===== src/rtl/wb_arbiter_if.sv =====
// wb_arbiter_if: producer, scoreboard and register-file write-port signals of the writeback arbiter
interface wb_arbiter_if #(
  parameter int DATA_WIDTH = 32,
  parameter int ADDR_WIDTH = 5
);
  logic                  a_valid;
  logic [ADDR_WIDTH-1:0] a_addr;
  logic [DATA_WIDTH-1:0] a_data;
  logic                  b_valid;
  logic                  b_ready;
  logic [ADDR_WIDTH-1:0] b_addr;
  logic [DATA_WIDTH-1:0] b_data;
  logic                  issue_en;
  logic [ADDR_WIDTH-1:0] issue_addr;
  logic [ADDR_WIDTH-1:0] rs1_addr;
  logic [ADDR_WIDTH-1:0] rs2_addr;
  logic                  rs1_busy;
  logic                  rs2_busy;
  logic                  pipe_stall;
  logic                  write_enable;
  logic [ADDR_WIDTH-1:0] write_addr;
  logic [DATA_WIDTH-1:0] write_data;
  modport master (
    output a_valid, a_addr, a_data, b_valid, b_addr, b_data, issue_en, issue_addr, rs1_addr, rs2_addr,
    input  b_ready, rs1_busy, rs2_busy, pipe_stall, write_enable, write_addr, write_data
  );
  modport slave (
    input  a_valid, a_addr, a_data, b_valid, b_addr, b_data, issue_en, issue_addr, rs1_addr, rs2_addr,
    output b_ready, rs1_busy, rs2_busy, pipe_stall, write_enable, write_addr, write_data
  );
endinterface


===== src/rtl/wb_arbiter.sv =====
// wb_arbiter: register-file write-port arbiter with a busy scoreboard for long-latency results
module wb_arbiter #(
  parameter int DATA_WIDTH   = 32,
  parameter int ADDR_WIDTH   = 5,
  parameter int STARVE_LIMIT = 4
) (
  input logic         clk,
  input logic         reset,
  wb_arbiter_if.slave bus
);
  localparam int DEPTH = 2 ** ADDR_WIDTH;
  localparam int CW    = $clog2(STARVE_LIMIT + 1);
  logic                  acc_a, acc_b, we_d, we_q, stall_d, stall_q;
  logic [ADDR_WIDTH-1:0] addr_d, addr_q;
  logic [DATA_WIDTH-1:0] data_d, data_q;
  logic [DEPTH-1:0]      busy_d, busy_q;
  logic [CW-1:0]         cnt_d, cnt_q;
  assign acc_a        = bus.a_valid;
  assign acc_b        = bus.b_valid && !bus.a_valid;
  assign bus.b_ready  = !bus.a_valid;
  assign bus.rs1_busy = busy_q[bus.rs1_addr];
  assign bus.rs2_busy = busy_q[bus.rs2_addr];
  assign bus.pipe_stall   = stall_q;
  assign bus.write_enable = we_q;
  assign bus.write_addr   = addr_q;
  assign bus.write_data   = data_q;
  // next write-port contents: A has fixed priority, x0 writes are accepted but swallowed
  always_comb begin
    we_d   = acc_a ? bus.a_addr != '0 : acc_b && bus.b_addr != '0;
    addr_d = acc_a ? bus.a_addr : acc_b ? bus.b_addr : addr_q;
    data_d = acc_a ? bus.a_data : acc_b ? bus.b_data : data_q;
  end
  // scoreboard: clear on B acceptance first so a same-cycle issue wins; x0 is never busy
  always_comb begin
    busy_d = busy_q;
    if (acc_b) busy_d[bus.b_addr] = 1'b0;
    if (bus.issue_en) busy_d[bus.issue_addr] = 1'b1;
    busy_d[0] = 1'b0;
  end
  // starvation: count consecutive refused B cycles, saturating; stall once the limit is reached
  always_comb begin
    cnt_d   = !(bus.b_valid && bus.a_valid) ? '0 : cnt_q == CW'(STARVE_LIMIT) ? cnt_q : cnt_q + 1'b1;
    stall_d = cnt_d == CW'(STARVE_LIMIT);
  end
  // state registers with synchronous reset
  always_ff @(posedge clk) begin
    if (reset) begin
      we_q    <= 1'b0;
      addr_q  <= '0;
      data_q  <= '0;
      busy_q  <= '0;
      cnt_q   <= '0;
      stall_q <= 1'b0;
    end else begin
      we_q    <= we_d;
      addr_q  <= addr_d;
      data_q  <= data_d;
      busy_q  <= busy_d;
      cnt_q   <= cnt_d;
      stall_q <= stall_d;
    end
  end
endmodule


===== src/flat_wrapper.sv =====
// flat-port wrapper written by rule: the top's interface ports become plain ports
module wb_arbiter_flat 
#(
  parameter int DATA_WIDTH   = 32,
  parameter int ADDR_WIDTH   = 5,
  parameter int STARVE_LIMIT = 4
)
  (clk, reset, bus_a_valid, bus_a_addr, bus_a_data, bus_b_valid, bus_b_addr, bus_b_data, bus_issue_en, bus_issue_addr, bus_rs1_addr, bus_rs2_addr, bus_b_ready, bus_rs1_busy, bus_rs2_busy, bus_pipe_stall, bus_write_enable, bus_write_addr, bus_write_data);
  wb_arbiter_if #(.DATA_WIDTH(DATA_WIDTH), .ADDR_WIDTH(ADDR_WIDTH)) bus_i ();
  input logic clk;
  input logic reset;
  input wire logic [$bits(bus_i.a_valid)-1:0] bus_a_valid;
  input wire logic [$bits(bus_i.a_addr)-1:0] bus_a_addr;
  input wire logic [$bits(bus_i.a_data)-1:0] bus_a_data;
  input wire logic [$bits(bus_i.b_valid)-1:0] bus_b_valid;
  input wire logic [$bits(bus_i.b_addr)-1:0] bus_b_addr;
  input wire logic [$bits(bus_i.b_data)-1:0] bus_b_data;
  input wire logic [$bits(bus_i.issue_en)-1:0] bus_issue_en;
  input wire logic [$bits(bus_i.issue_addr)-1:0] bus_issue_addr;
  input wire logic [$bits(bus_i.rs1_addr)-1:0] bus_rs1_addr;
  input wire logic [$bits(bus_i.rs2_addr)-1:0] bus_rs2_addr;
  output wire logic [$bits(bus_i.b_ready)-1:0] bus_b_ready;
  output wire logic [$bits(bus_i.rs1_busy)-1:0] bus_rs1_busy;
  output wire logic [$bits(bus_i.rs2_busy)-1:0] bus_rs2_busy;
  output wire logic [$bits(bus_i.pipe_stall)-1:0] bus_pipe_stall;
  output wire logic [$bits(bus_i.write_enable)-1:0] bus_write_enable;
  output wire logic [$bits(bus_i.write_addr)-1:0] bus_write_addr;
  output wire logic [$bits(bus_i.write_data)-1:0] bus_write_data;
  assign bus_i.a_valid = bus_a_valid;
  assign bus_i.a_addr = bus_a_addr;
  assign bus_i.a_data = bus_a_data;
  assign bus_i.b_valid = bus_b_valid;
  assign bus_i.b_addr = bus_b_addr;
  assign bus_i.b_data = bus_b_data;
  assign bus_i.issue_en = bus_issue_en;
  assign bus_i.issue_addr = bus_issue_addr;
  assign bus_i.rs1_addr = bus_rs1_addr;
  assign bus_i.rs2_addr = bus_rs2_addr;
  assign bus_b_ready = bus_i.b_ready;
  assign bus_rs1_busy = bus_i.rs1_busy;
  assign bus_rs2_busy = bus_i.rs2_busy;
  assign bus_pipe_stall = bus_i.pipe_stall;
  assign bus_write_enable = bus_i.write_enable;
  assign bus_write_addr = bus_i.write_addr;
  assign bus_write_data = bus_i.write_data;
  wb_arbiter #(.DATA_WIDTH(DATA_WIDTH), .ADDR_WIDTH(ADDR_WIDTH), .STARVE_LIMIT(STARVE_LIMIT)) u_core (.clk(clk), .reset(reset), .bus(bus_i));
endmodule

===== config.mk =====
export PLATFORM = sky130hd
export DESIGN_NAME = wb_arbiter_flat
export DESIGN_NICKNAME = d
export VERILOG_FILES = /design/src/rtl/wb_arbiter_if.sv /design/src/rtl/wb_arbiter.sv /design/src/flat_wrapper.sv
export SDC_FILE = /design/constraint.sdc
export NUM_CORES = 1
export LEC_CHECK = 0
export ABC_AREA = 0
export CORE_UTILIZATION = 30
export CTS_CLUSTER_SIZE = 20
export DETAILED_ROUTE_END_ITERATION = 8
export HOLD_SLACK_MARGIN = 0.12
export PLACE_DENSITY = 0.7
export SLEW_MARGIN = 20
export SYNTH_ARGS = -nofsm -noshare
export SYNTH_HDL_FRONTEND = slang
export SYNTH_SLANG_ARGS = --single-unit

===== constraint.sdc =====
create_clock -name clk -period 1.6 [get_ports clk]
set_input_delay 0.32 -clock clk [delete_from_list [all_inputs] [get_ports clk]]
set_output_delay 0.32 -clock clk [all_outputs]
set_load 0.1 [all_outputs]

==> impl.org <==
** Timing
- At the pin with the least slew margin, the transition time is 0.543 ns.
- For the finished layout, the period the worst path requires is 2.07 ns.
- Number of setup violations in the final report :: 2
- Total Negative Setup Slacks :: -0.916 ns
- Final Slew Violations :: 0
- Setup repair after global routing could not meet its margin everywhere.
- Dividing the final minimum period by the clock period gives 1.29.
- Final setup margin :: -0.468 ns
- Peak Freq :: 484 MHz
- Clock Skews :: 0.00161 ns
- Final hold violations :: 0
- Worst-case headroom to the max-slew limit :: 0.638

** Synthesis
- FF+latch count, synth :: 73
- Among all flip-flop cells after synthesis, the most frequent one is sky130_fd_sc_hd__dfxtp_1.
- Async S/R FF share, synth :: 0
- Most repeated cell in the gate-level netlist after synthesis :: sky130_fd_sc_hd__nor2_1
- Per-instance average area after synthesis :: 8.07 µm²
- Cell area after synthesis :: 3740 µm²
- Leading cell types by total area after synthesis :: sky130_fd_sc_hd__dfxtp_1, sky130_fd_sc_hd__mux2i_1, sky130_fd_sc_hd__a21oi_1
- Of the post-synthesis cell area, the dominant cell type holds 0.390.
- Leading post-synthesis cells by instance count :: sky130_fd_sc_hd__nor2_1, sky130_fd_sc_hd__a21oi_1, sky130_fd_sc_hd__dfxtp_1
- Synthesized netlist cell count :: 464
- The number of nets handed over by synthesis was 560.
- Summed over all instances, the cell type with the most area after synthesis is sky130_fd_sc_hd__dfxtp_1.
- The synthesized design contains 0 enable-type register cells.
- For this run, the number of Yosys warnings is 0.
- For this run, the register share of the synthesized area comes to 0.390.
- Synthesis instantiated 34 different standard cells from the library.

** Setup path
- Worst endpoint data arrival time :: 1.75 ns
- Together, buffers and inverters on the worst path number 1.
- For the worst setup path, the data required time is 1.28 ns.
- Crit. End Element :: output port
- STA classifies the critical path startpoint as a flip-flop.
- Class of the most critical setup path :: reg -> out
- Traced cell by cell, the critical path runs through mux4_2, o2111ai_2, nand4_1, buf_12.
- Crit-path slowest cell :: sky130_fd_sc_hd__mux4_2
- The kind of cell with the highest combined delay along the critical path is multiplexers.
- Maximum cell stage delay along the critical path :: 0.48 ns
- Largest fanout on the critical path :: 3

** Route
- The count of nets left with antenna violations once routing finished came out at 0.
- Detailed-router iteration count before antenna repair :: 5
- Count of routing violations after the opening detailed-route iteration :: 165
- Detail-routed net length per standard cell :: 15.2 µm
- Remaining design rule violation count :: 0
- Post-detailed-routing wire length :: 12,000 µm
- Vias/cell :: 4.95
- The routed layout has 3,916 vias.

** Final layout
- Total inserted antenna cells :: 0
- Share of layout cells above drive strength 1 :: 0.201
- At the end of the flow, the number of nets in the layout was 717.
- Fill cells in the final layout number 1,129.
- For this run, the share of the core covered by cells in the final layout is 0.521.
- For this run, the number of standard cells in the final layout without fillers is 791.
- After routing the design area is 6310 µm².
- Area Overhead vs Synth :: 68.6%

** Placement
- At the end of routability-driven placement, the weighted congestion stood at 0.893.
- Count of placed standard cells including taps :: 776
- Port Buffers :: 135
- Post-detailed-placement half-perimeter wirelength :: 9270 µm
- Placed cell areas :: 5940 µm²

** Global route
- In the global route stage, overall resource usage came out at 0.193.
- The number of global-route vias before repair came to 3,982.
- First-pass GRT wire length :: 19,400 µm
- Total gr overflow :: 0
- Largest net degree at the start of global routing :: 59
- The number of antenna violations at the first check in global routing was 0.

** Hold path
- Kind of path behind the tightest hold check :: in -> reg

** Floorplan
- The die covers 12,900 µm².
- Width of the chip :: 114 µm
- Effective utilization at floorplan :: 0.309
- Area inside the core boundary :: 12,100 µm²
- Cell row count :: 40
- The floorplan step set the die height to 114 µm.
- Pin placement for this block handled 136 I/O pins.

** Pwr
- Peak supply drop :: 0.000445 V
- The analysis attributes to cell leakage a power of 2.52 nW.
- Post-layout total power :: 5.39 mW
- Total power divided by cell area :: 854 nW/µm²

** Outcome
- The flow ran to the end, but the final reports show violations.
- Failing checks :: negative setup slack

** Clock tree
- TritonCTS created 9 clock buffers.
- In this run the number of H-tree levels came out at 3.
- Bufs on Longest Clock Path :: 2
- CTS root buf :: sky130_fd_sc_hd__clkbuf_16
- TritonCTS clock tree :: yes
- For the worst-skew pair, the clock arrives at the later sink with an insertion delay of 0.33 ns.
- In this run, post-CTS hold repair placed 0 buffers.
- # Post-CTS Setup Buffers :: 0
- Clock sinks :: 73
- Clock-pin slew was measured on the worst setup and hold paths at 0.05 ns.

** Flow run
- Count of max-cap constraint violations :: 0
## repair_timing
action                                  4_1_cts  5_1_grt
resized for setup                            18        4
gates cloned                                  1        1
pin swaps                                     4        2
endpoints found under the setup margin        2        3
## metal layers
| metal | GRT usage | wire length, µm |
|---|---|---|
| met4 | 0.0737 | 211 |
| met2 | 0.336 | 5960 |
| met3 | 0.0632 | 1240 |
| met1 | 0.218 | 4610 |
| met5 | 0 | 0 |
## path summary, 6_finish.rpt
| check | cells after the start | slack (ns) | startpoint | endpoint |
|---|---|---|---|---|
| max | 4 | -0.47 | u_core.busy_q[19] | bus_rs1_busy |
| max reg2reg | 5 | 0.48 | u_core.cnt_q[0] | u_core.bus.pipe_stall |
| min | 3 | 0.34 | reset | u_core.cnt_q[2] |
| min reg2reg | 2 | 0.50 | u_core.busy_q[22] | u_core.busy_q[22] |
## worst register-to-register path: stages, from the launching register on
cell and delay (ns):
sky130_fd_sc_hd__dfxtp_1 0.38, sky130_fd_sc_hd__inv_1 0.06, sky130_fd_sc_hd__ha_1 0.21, sky130_fd_sc_hd__nor2_1 0.12
sky130_fd_sc_hd__nor3_1 0.06, sky130_fd_sc_hd__and3_1 0.18
## through the flow
| stage | worst slack, ns | hold WS, ns |
|---|---|---|
| 2_1_floorplan | -0.760 | 0.459 |
| 3_3_place_gp | -0.792 | 0.483 |
| 3_5_place_dp | -0.827 | 0.490 |
| 4_1_cts | -0.484 | 0.342 |
| 5_1_grt | -0.534 | 0.363 |
| 6_report | -0.468 | 0.345 |
## cell type report
cell class,instances,area (µm²),share of cell area
repair buffers,179,2180,0.345
multi-input cells,352,2160,0.342
flip-flops and latches,73,1470,0.232
clock buffers,13,270,0.0428
well taps,168,210,0.0333
inverters,6,26.3,0.00416
## state kept, by name, indices dropped and copies added, names as in the netlist
register / count
u_core.bus.write_addr: 5
u_core.busy_q: 31
u_core.bus.write_enable: 1
u_core.bus.write_data: 32
u_core.cnt_q: 3
u_core.bus.pipe_stall: 1
## cells in the final DEF, fill, tap and decap left out, drive strengths merged
cell type,n
nand2,41
clkdlybuf4s15,2
or3b,1
a21oi,75
dfxtp,73
ha,2
or4,1
xnor2,1
clkbuf,14
dlygate4sd2,3
clkinvlp,1
and3b,2
dlymetal6s2s,1
inv,5
o311ai,1
o21ai,32
nand4,2
nand2b,4
nand3b,6
o211ai,2
a22oi,4
or3,1
and3,3
bufbuf,1
o2111ai,2
nor2,88
mux4,6
nor3,2
buf,87
clkdlybuf4s50,84
nor3b,4
nand3,10
nor2b,5
a211oi,2
mux2i,55
## where the power goes
| group | internal, mW | leakage [nW] | switching (mW) | total [mW] |
|---|---|---|---|---|
| logic | 0.694 | 1.79 | 0.878 | 1.57 |
| clock network | 1.15 | 0.134 | 0.699 | 1.85 |
| registers | 1.90 | 0.599 | 0.0775 | 1.97 |
| total | 3.74 | 2.52 | 1.65 | 5.39 |
## cells by family after synthesis
logic type                 Yosys count  synth area share
AOI/OAI and AO/OA                  118             0.166
xor gates and xnor gates             1           0.00234
adders and majority gates            2           0.00668
buffers and inverters               39            0.0501
DFF                                 73             0.390
muxes                               61             0.185
and+or+nand+nor                    170             0.199
Note: power is estimated with default switching activity, not from simulation.
